`src/rtl/fetch_stage_pkg.sv`:
```
// Shared CPU definitions for the fetch stage: architectural constants and the
// {pc, inst} packet carried from instruction memory towards decode.
package fetch_stage_pkg;

    localparam int XLEN = 32;

    localparam logic [XLEN-1:0] RESET_PC = 32'h0000_0000;
    localparam logic [XLEN-1:0] NOP_INST = 32'h0000_0013;

    localparam int FETCH_FIFO_DEPTH = 2;

    typedef struct packed {
        logic [XLEN-1:0] pc;
        logic [XLEN-1:0] inst;
    } fetch_pkt_t;

    function automatic logic [XLEN-1:0] word_align(input logic [XLEN-1:0] addr);
        return {addr[XLEN-1:2], 2'b00};
    endfunction

endpackage

```
`src/rtl/fetch_stage_fifo.sv`:
```
// Two-entry in-order FIFO with a shifting head slot; used both for the fetched
// instruction buffer and for the PC tags of granted-but-unanswered requests.
module fetch_fifo
    import fetch_stage_pkg::*;
#(
    parameter int WIDTH = XLEN
) (
    input  logic             clk_i,
    input  logic             rst_i,
    input  logic             flush_i,
    input  logic             push_i,
    input  logic [WIDTH-1:0] data_i,
    input  logic             pop_i,
    output logic [WIDTH-1:0] head_o,
    output logic [1:0]       count_o
);

    logic [WIDTH-1:0] entry0_q, entry0_d;
    logic [WIDTH-1:0] entry1_q, entry1_d;
    logic [1:0]       count_q, count_d;
    logic [1:0]       level;

    // The pop is applied first so that a push into a full FIFO in the same
    // cycle lands in the slot the pop just vacated.
    always_comb begin
        entry0_d = entry0_q;
        entry1_d = entry1_q;
        level    = count_q;

        if (pop_i && level != 2'd0) begin
            entry0_d = entry1_q;
            level    = level - 2'd1;
        end

        if (push_i && level != 2'(FETCH_FIFO_DEPTH)) begin
            if (level == 2'd0) begin
                entry0_d = data_i;
            end else begin
                entry1_d = data_i;
            end
            level = level + 2'd1;
        end

        count_d = flush_i ? 2'd0 : level;
    end

    always_ff @(posedge clk_i) begin
        if (rst_i) begin
            entry0_q <= '0;
            entry1_q <= '0;
            count_q  <= 2'd0;
        end else begin
            entry0_q <= entry0_d;
            entry1_q <= entry1_d;
            count_q  <= count_d;
        end
    end

    assign head_o  = entry0_q;
    assign count_o = count_q;

    property p_no_overflow;
        @(posedge clk_i) disable iff (rst_i)
            (push_i && !flush_i && count_q == 2'(FETCH_FIFO_DEPTH)) |-> pop_i;
    endproperty
    a_no_overflow: assert property (p_no_overflow);

endmodule

```
`src/rtl/fetch_stage.sv`:
```
// Instruction fetch stage: issues word fetches, pairs in-order responses with
// their PCs, buffers up to two instructions for decode, and handles redirects.
module fetch_stage
    import fetch_stage_pkg::XLEN, fetch_stage_pkg::fetch_pkt_t, fetch_stage_pkg::word_align;
#(
    parameter logic [31:0] RESET_PC = fetch_stage_pkg::RESET_PC,
    parameter logic [31:0] NOP_INST = fetch_stage_pkg::NOP_INST
) (
    input  logic            clk_i,
    input  logic            rst_i,

    input  logic            redirect_i,
    input  logic [XLEN-1:0] redirect_pc_i,

    output logic            imem_req_o,
    output logic [XLEN-1:0] imem_addr_o,
    input  logic            imem_gnt_i,
    input  logic            imem_rvalid_i,
    input  logic [XLEN-1:0] imem_rdata_i,

    output logic            id_valid_o,
    input  logic            id_ready_i,
    output logic [XLEN-1:0] id_pc_o,
    output logic [XLEN-1:0] id_inst_o
);

    logic [XLEN-1:0] fetch_pc_q, fetch_pc_d;
    logic [1:0]      outstanding_q, outstanding_d;
    logic [1:0]      discard_q, discard_d;

    logic            grant;
    logic            rsp_valid;
    logic            rsp_push;
    logic            id_pop;

    logic [XLEN-1:0] tag_head;
    logic [1:0]      tag_count;

    fetch_pkt_t      rsp_pkt;
    fetch_pkt_t      buf_head;
    logic [1:0]      buf_count;

    // A response only counts if a tag is waiting for it; the memory never
    // answers otherwise, so this just keeps the tag FIFO from underflowing.
    assign rsp_valid = imem_rvalid_i && (tag_count != 2'd0);
    assign grant     = imem_req_o && imem_gnt_i;
    assign rsp_push  = rsp_valid && !redirect_i && (discard_q == 2'd0);
    assign id_pop    = id_valid_o && id_ready_i;

    // Credits: every granted request must have a guaranteed buffer slot.
    // A pop in the current cycle frees its slot only from the next cycle on.
    assign imem_req_o  = !rst_i &&
                         (({1'b0, outstanding_q} + {1'b0, buf_count}) < 3'd2);
    assign imem_addr_o = fetch_pc_q;

    assign rsp_pkt.pc   = tag_head;
    assign rsp_pkt.inst = imem_rdata_i;

    fetch_fifo #(
        .WIDTH (XLEN)
    ) u_tag_fifo (
        .clk_i   (clk_i),
        .rst_i   (rst_i),
        .flush_i (1'b0),
        .push_i  (grant),
        .data_i  (fetch_pc_q),
        .pop_i   (rsp_valid),
        .head_o  (tag_head),
        .count_o (tag_count)
    );

    fetch_fifo #(
        .WIDTH ($bits(fetch_pkt_t))
    ) u_inst_buf (
        .clk_i   (clk_i),
        .rst_i   (rst_i),
        .flush_i (redirect_i),
        .push_i  (rsp_push),
        .data_i  (rsp_pkt),
        .pop_i   (id_pop),
        .head_o  (buf_head),
        .count_o (buf_count)
    );

    // On redirect every request still in flight after this cycle, including
    // one granted right now, belongs to the abandoned path and is discarded.
    always_comb begin
        fetch_pc_d    = fetch_pc_q;
        outstanding_d = outstanding_q + {1'b0, grant} - {1'b0, rsp_valid};
        discard_d     = discard_q;

        if (grant) begin
            fetch_pc_d = fetch_pc_q + 32'd4;
        end

        if (redirect_i) begin
            fetch_pc_d = word_align(redirect_pc_i);
            discard_d  = outstanding_d;
        end else if (rsp_valid && discard_q != 2'd0) begin
            discard_d  = discard_q - 2'd1;
        end
    end

    always_ff @(posedge clk_i) begin
        if (rst_i) begin
            fetch_pc_q    <= word_align(RESET_PC);
            outstanding_q <= 2'd0;
            discard_q     <= 2'd0;
        end else begin
            fetch_pc_q    <= fetch_pc_d;
            outstanding_q <= outstanding_d;
            discard_q     <= discard_d;
        end
    end

    assign id_valid_o = (buf_count != 2'd0);
    assign id_pc_o    = id_valid_o ? buf_head.pc   : '0;
    assign id_inst_o  = id_valid_o ? buf_head.inst : NOP_INST;

    property p_rsp_has_request;
        @(posedge clk_i) disable iff (rst_i)
            imem_rvalid_i |-> (outstanding_q != 2'd0);
    endproperty
    a_rsp_has_request: assert property (p_rsp_has_request);

endmodule
```
`config.mk`:
```
export PLATFORM = sky130hd
export DESIGN_NAME = fetch_stage
export DESIGN_NICKNAME = d
export VERILOG_FILES = /design/src/rtl/fetch_stage_pkg.sv /design/src/rtl/fetch_stage_fifo.sv /design/src/rtl/fetch_stage.sv
export SDC_FILE = /design/constraint.sdc
export NUM_CORES = 1
export LEC_CHECK = 0
export CAP_MARGIN = 20
export CORE_ASPECT_RATIO = 1.1
export CORE_MARGIN = 4
export CORE_UTILIZATION = 54
export CTS_CLUSTER_SIZE = 30
export DETAILED_ROUTE_END_ITERATION = 12
export HOLD_SLACK_MARGIN = 0.06
export PLACE_DENSITY = 0.77
export SLEW_MARGIN = 20
export SYNTH_ARGS = -nofsm -noshare
export SYNTH_HDL_FRONTEND = slang
export SYNTH_SLANG_ARGS = --single-unit
```
`constraint.sdc`:
```
create_clock -name clk_i -period 4.3 [get_ports clk_i]
set_clock_uncertainty 0.2 [all_clocks]
set_input_delay 0.645 -clock clk_i [delete_from_list [all_inputs] [get_ports clk_i]]
set_output_delay 0.645 -clock clk_i [all_outputs]
set_load 0.03 [all_outputs]
```
==> flow_summary.json <==
{
  "grtUsageTotal_pct": 24.1,
  "wirelength_mm": 27.4,
  "rsz0062_at_grt": "no",
  "crit_family": "buffers and inverters",
  "die_w_um": 141,
  "finalCritPeriodShare_pct": 85.0,
  "async_reset_ff_share_pct": 0,
  "critPathCaptureType": "primary output",
  "numClockSinks": 228,
  "clock_latency_ns": 0.51,
  "setup_tns_ns": 0,
  "cp_slowest_stage_delay_ns": 0.62,
  "setup_ws_ns": 0.644,
  "die_area_mm2": 0.0217,
  "synthMostInstantiatedCell": "dfxtp_1",
  "core_area_mm2": 0.0191,
  "timing.final.crit_period_ns": 3.66,
  "synth.top_cell.area_share_pct": 43.5,
  "netlist-cell-type-count": 52,
  "place_hpwl_mm": 16.5,
  "routabilityCongestion": 0.802,
  "criticalPathCategory": "reg2out",
  "ios": 168,
  "placed_area_mm2": 0.0122,
  "syn_inst": 1231,
  "arrival_ns": 2.81,
  "rrSetupSlack_ns": 1.05,
  "power.leakage_uw": 0.00483,
  "io_buffers": 163,
  "layout-drive-gt1-share_pct": 5.71,
  "antenna_found_initial": 0,
  "grt_max_degree": 129,
  "synthFlopType": "dfxtp_1",
  "timing.fmax_ghz": 0.274,
  "diodes": 0,
  "crit_path_start_kind": "flop",
  "crit_chain": "inv_1 -> ha_2 -> buf_4 -> nor2b_1 -> clkdlybuf4s50_1",
  "gr-total-overflow": 0,
  "avgSynthCellArea_um2": 8.53,
  "required_ns": 3.45,
  "synthTopCellsByCount": "dfxtp_1, nor2_1, nand3_1",
  "synth_area_leader_cell": "dfxtp_1",
  "crit_buf_inv": 3,
  "seq_area_frac_synth_pct": 43.5,
  "clockRootBuffer": "clkbuf_16",
  "post-route-cell-area_mm2": 0.0130,
  "ir_drop_mv": 0.313,
  "ant_nets": 0,
  "grt_pass1_wl_mm": 44.9,
  "holdBufCountCts": 0,
  "clk_path_buf_depth": 3,
  "hp-class": "reg2reg",
  "netlist_area_mm2": 0.0105,
  "drv_slew": 0,
  "cts_htree_levels": 1,
  "initial_core_util_pct": 55.0,
  "first_pass_iters": 6,
  "maxSlewHeadroom_pct": 24.5,
  "place_ws_ns": 1.00,
  "rows": 53,
  "maxCapViolCount": 0,
  "syn2layout_area_growth_pct": 23.5,
  "dp_cells": 1536,
  "ys_warn_count": 0,
  "nFillCells": 1594,
  "drtIter0Drc": 857,
  "cts_setup_buffers": 0,
  "routedWlPerCell_um": 17.4,
  "drc_errors": 0,
  "worstPathMaxFanout": 38,
  "synth_seq_cells": 228,
  "tritoncts": "yes",
  "cts.repair.resized": 0,
  "grt_pass1_vias": 8797,
  "synth_edf_count": 0,
  "worstMarginPinSlew_ns": 1.13,
  "powerDensity_mw_per_mm2": 463,
  "finalHoldViolations": 0,
  "yosys-top-cells-area": "dfxtp_1, mux2i_1, a211oi_1, nand3_1, o21ai_0",
  "finalNetCount": 1396,
  "clk_pin_slew_ns": 0.06,
  "vias": 9502,
  "via_per_inst": 6.03,
  "slowest_stage": "clkdlybuf4s50_1",
  "die_h_um": 154,
  "cts_buffers": 24,
  "status": "finished, final reports clean",
  "setup_viol": 0,
  "fin_cells": 1577
}
-- metrics by stage --
step	hold WS, ns	utilization, %	total power, uW
finish	0.273	67.9	6000
global route	0.294	67.9	6280
CTS	0.274	67.9	6040
detailed placement	0.266	63.8	3980
global placement	0.260	63.8	3940
floorplan	0.253	-	3520
-- per-layer routing --
metal  track usage [%]  wire length, um  up-vias
li1                  -                -     4602
met1              34.0            12400     4496
met2              39.1            12600      351
met3              3.06             1770       53
met4              6.60              675        0
met5                 0                0        -
-- sequential cells by signal, summed over array words and instances (netlist names) --
register             cells
outstanding_q            2
imem_addr_o             30
u_tag_fifo.count_o       2
u_inst_buf.entry1_q     64
u_tag_fifo.entry1_q     30
u_inst_buf.count_o       2
u_tag_fifo.head_o       32
u_inst_buf.head_o       64
discard_q                2
-- power by group --
| group | internal, uW | total, uW | switching, uW | leakage, uW |
|---|---|---|---|---|
| combinational | 545 | 1410 | 862 | 0.00258 |
| clock | 1230 | 2060 | 823 | 0.000393 |
| sequential | 2350 | 2540 | 186 | 0.00185 |
-- tightest hold or removal path: stages (launching register included) --
cell and delay [ns]:
dfxtp_1 0.30, o21ai_0 0.06, a21oi_1 0.06
-- final cells by class --
| cell class | count | area (um2) | area share (%) |
|---|---|---|---|
| Tap cell | 247 | 309 | 2.38 |
| Sequential cell | 228 | 4560 | 35.2 |
| Clock inverter | 5 | 50.0 | 0.386 |
| Inverter | 15 | 56.3 | 0.434 |
| Multi-Input combinational cell | 863 | 5450 | 42.1 |
| Clock buffer | 36 | 737 | 5.68 |
| Timing Repair Buffer | 183 | 1800 | 13.8 |
-- layout by cell type (no fill, tap or decap), types with 3 or more instances in the layout --
cell type and count:
and4_1 5, clkinv_2 4, xnor2_1 11, clkdlybuf4s50_1 162
inv_1 13, nand2b_1 3, o2111a_1 3, or2_2 5
nor3_1 16, a21oi_1 96, nand4_1 14, nand3_1 111
nor4_1 7, dfxtp_1 228, nor2_1 127, and3_1 8
ha_1 9, a311oi_1 7, clkbuf_1 4, or3_1 4
xor2_1 3, o21ai_0 100, buf_4 19, clkbuf_16 25
mux2i_1 95, nand2_1 14, a211oi_1 107, o31ai_1 5
and2_1 4, clkbuf_8 7, or4_1 5, nor2b_1 65
nor4bb_1 3
-- kinds of logic (layout without fill, tap and decap cells) --
| group | count (synthesis) | count (layout) | share of synthesized area [%] |
|---|---|---|---|
| AND/OR/NAND/NOR | 403 | 403 | 19.8 |
| AO/OA/AOI/OAI | 334 | 334 | 19.5 |
| flip-flops | 228 | 228 | 43.5 |
| buffers and inverters | 141 | 239 | 5.12 |
| multiplexers | 97 | 97 | 9.27 |
| XOR/XNOR | 16 | 16 | 1.33 |
| adder cells (fa/ha/maj) | 11 | 11 | 1.38 |
| other | 1 | 2 | 0.0357 |
-- worst paths after layout --
check,startpoint,to,cells after the start
hold / removal,u_inst_buf.entry1_q[47]$_SDFFE_PP0P_,u_inst_buf.entry1_q[47]$_SDFFE_PP0P_,2
setup reg to reg,u_inst_buf.count_o[0]$_SDFF_PP0_,imem_addr_o[23]$_SDFFE_PP0P_,7
setup / recovery,u_inst_buf.count_o[0]$_SDFF_PP0_,id_pc_o[13],5
hold reg to reg,u_inst_buf.entry1_q[47]$_SDFFE_PP0P_,u_inst_buf.entry1_q[47]$_SDFFE_PP0P_,2
Note: power is estimated with default switching activity, not from simulation.
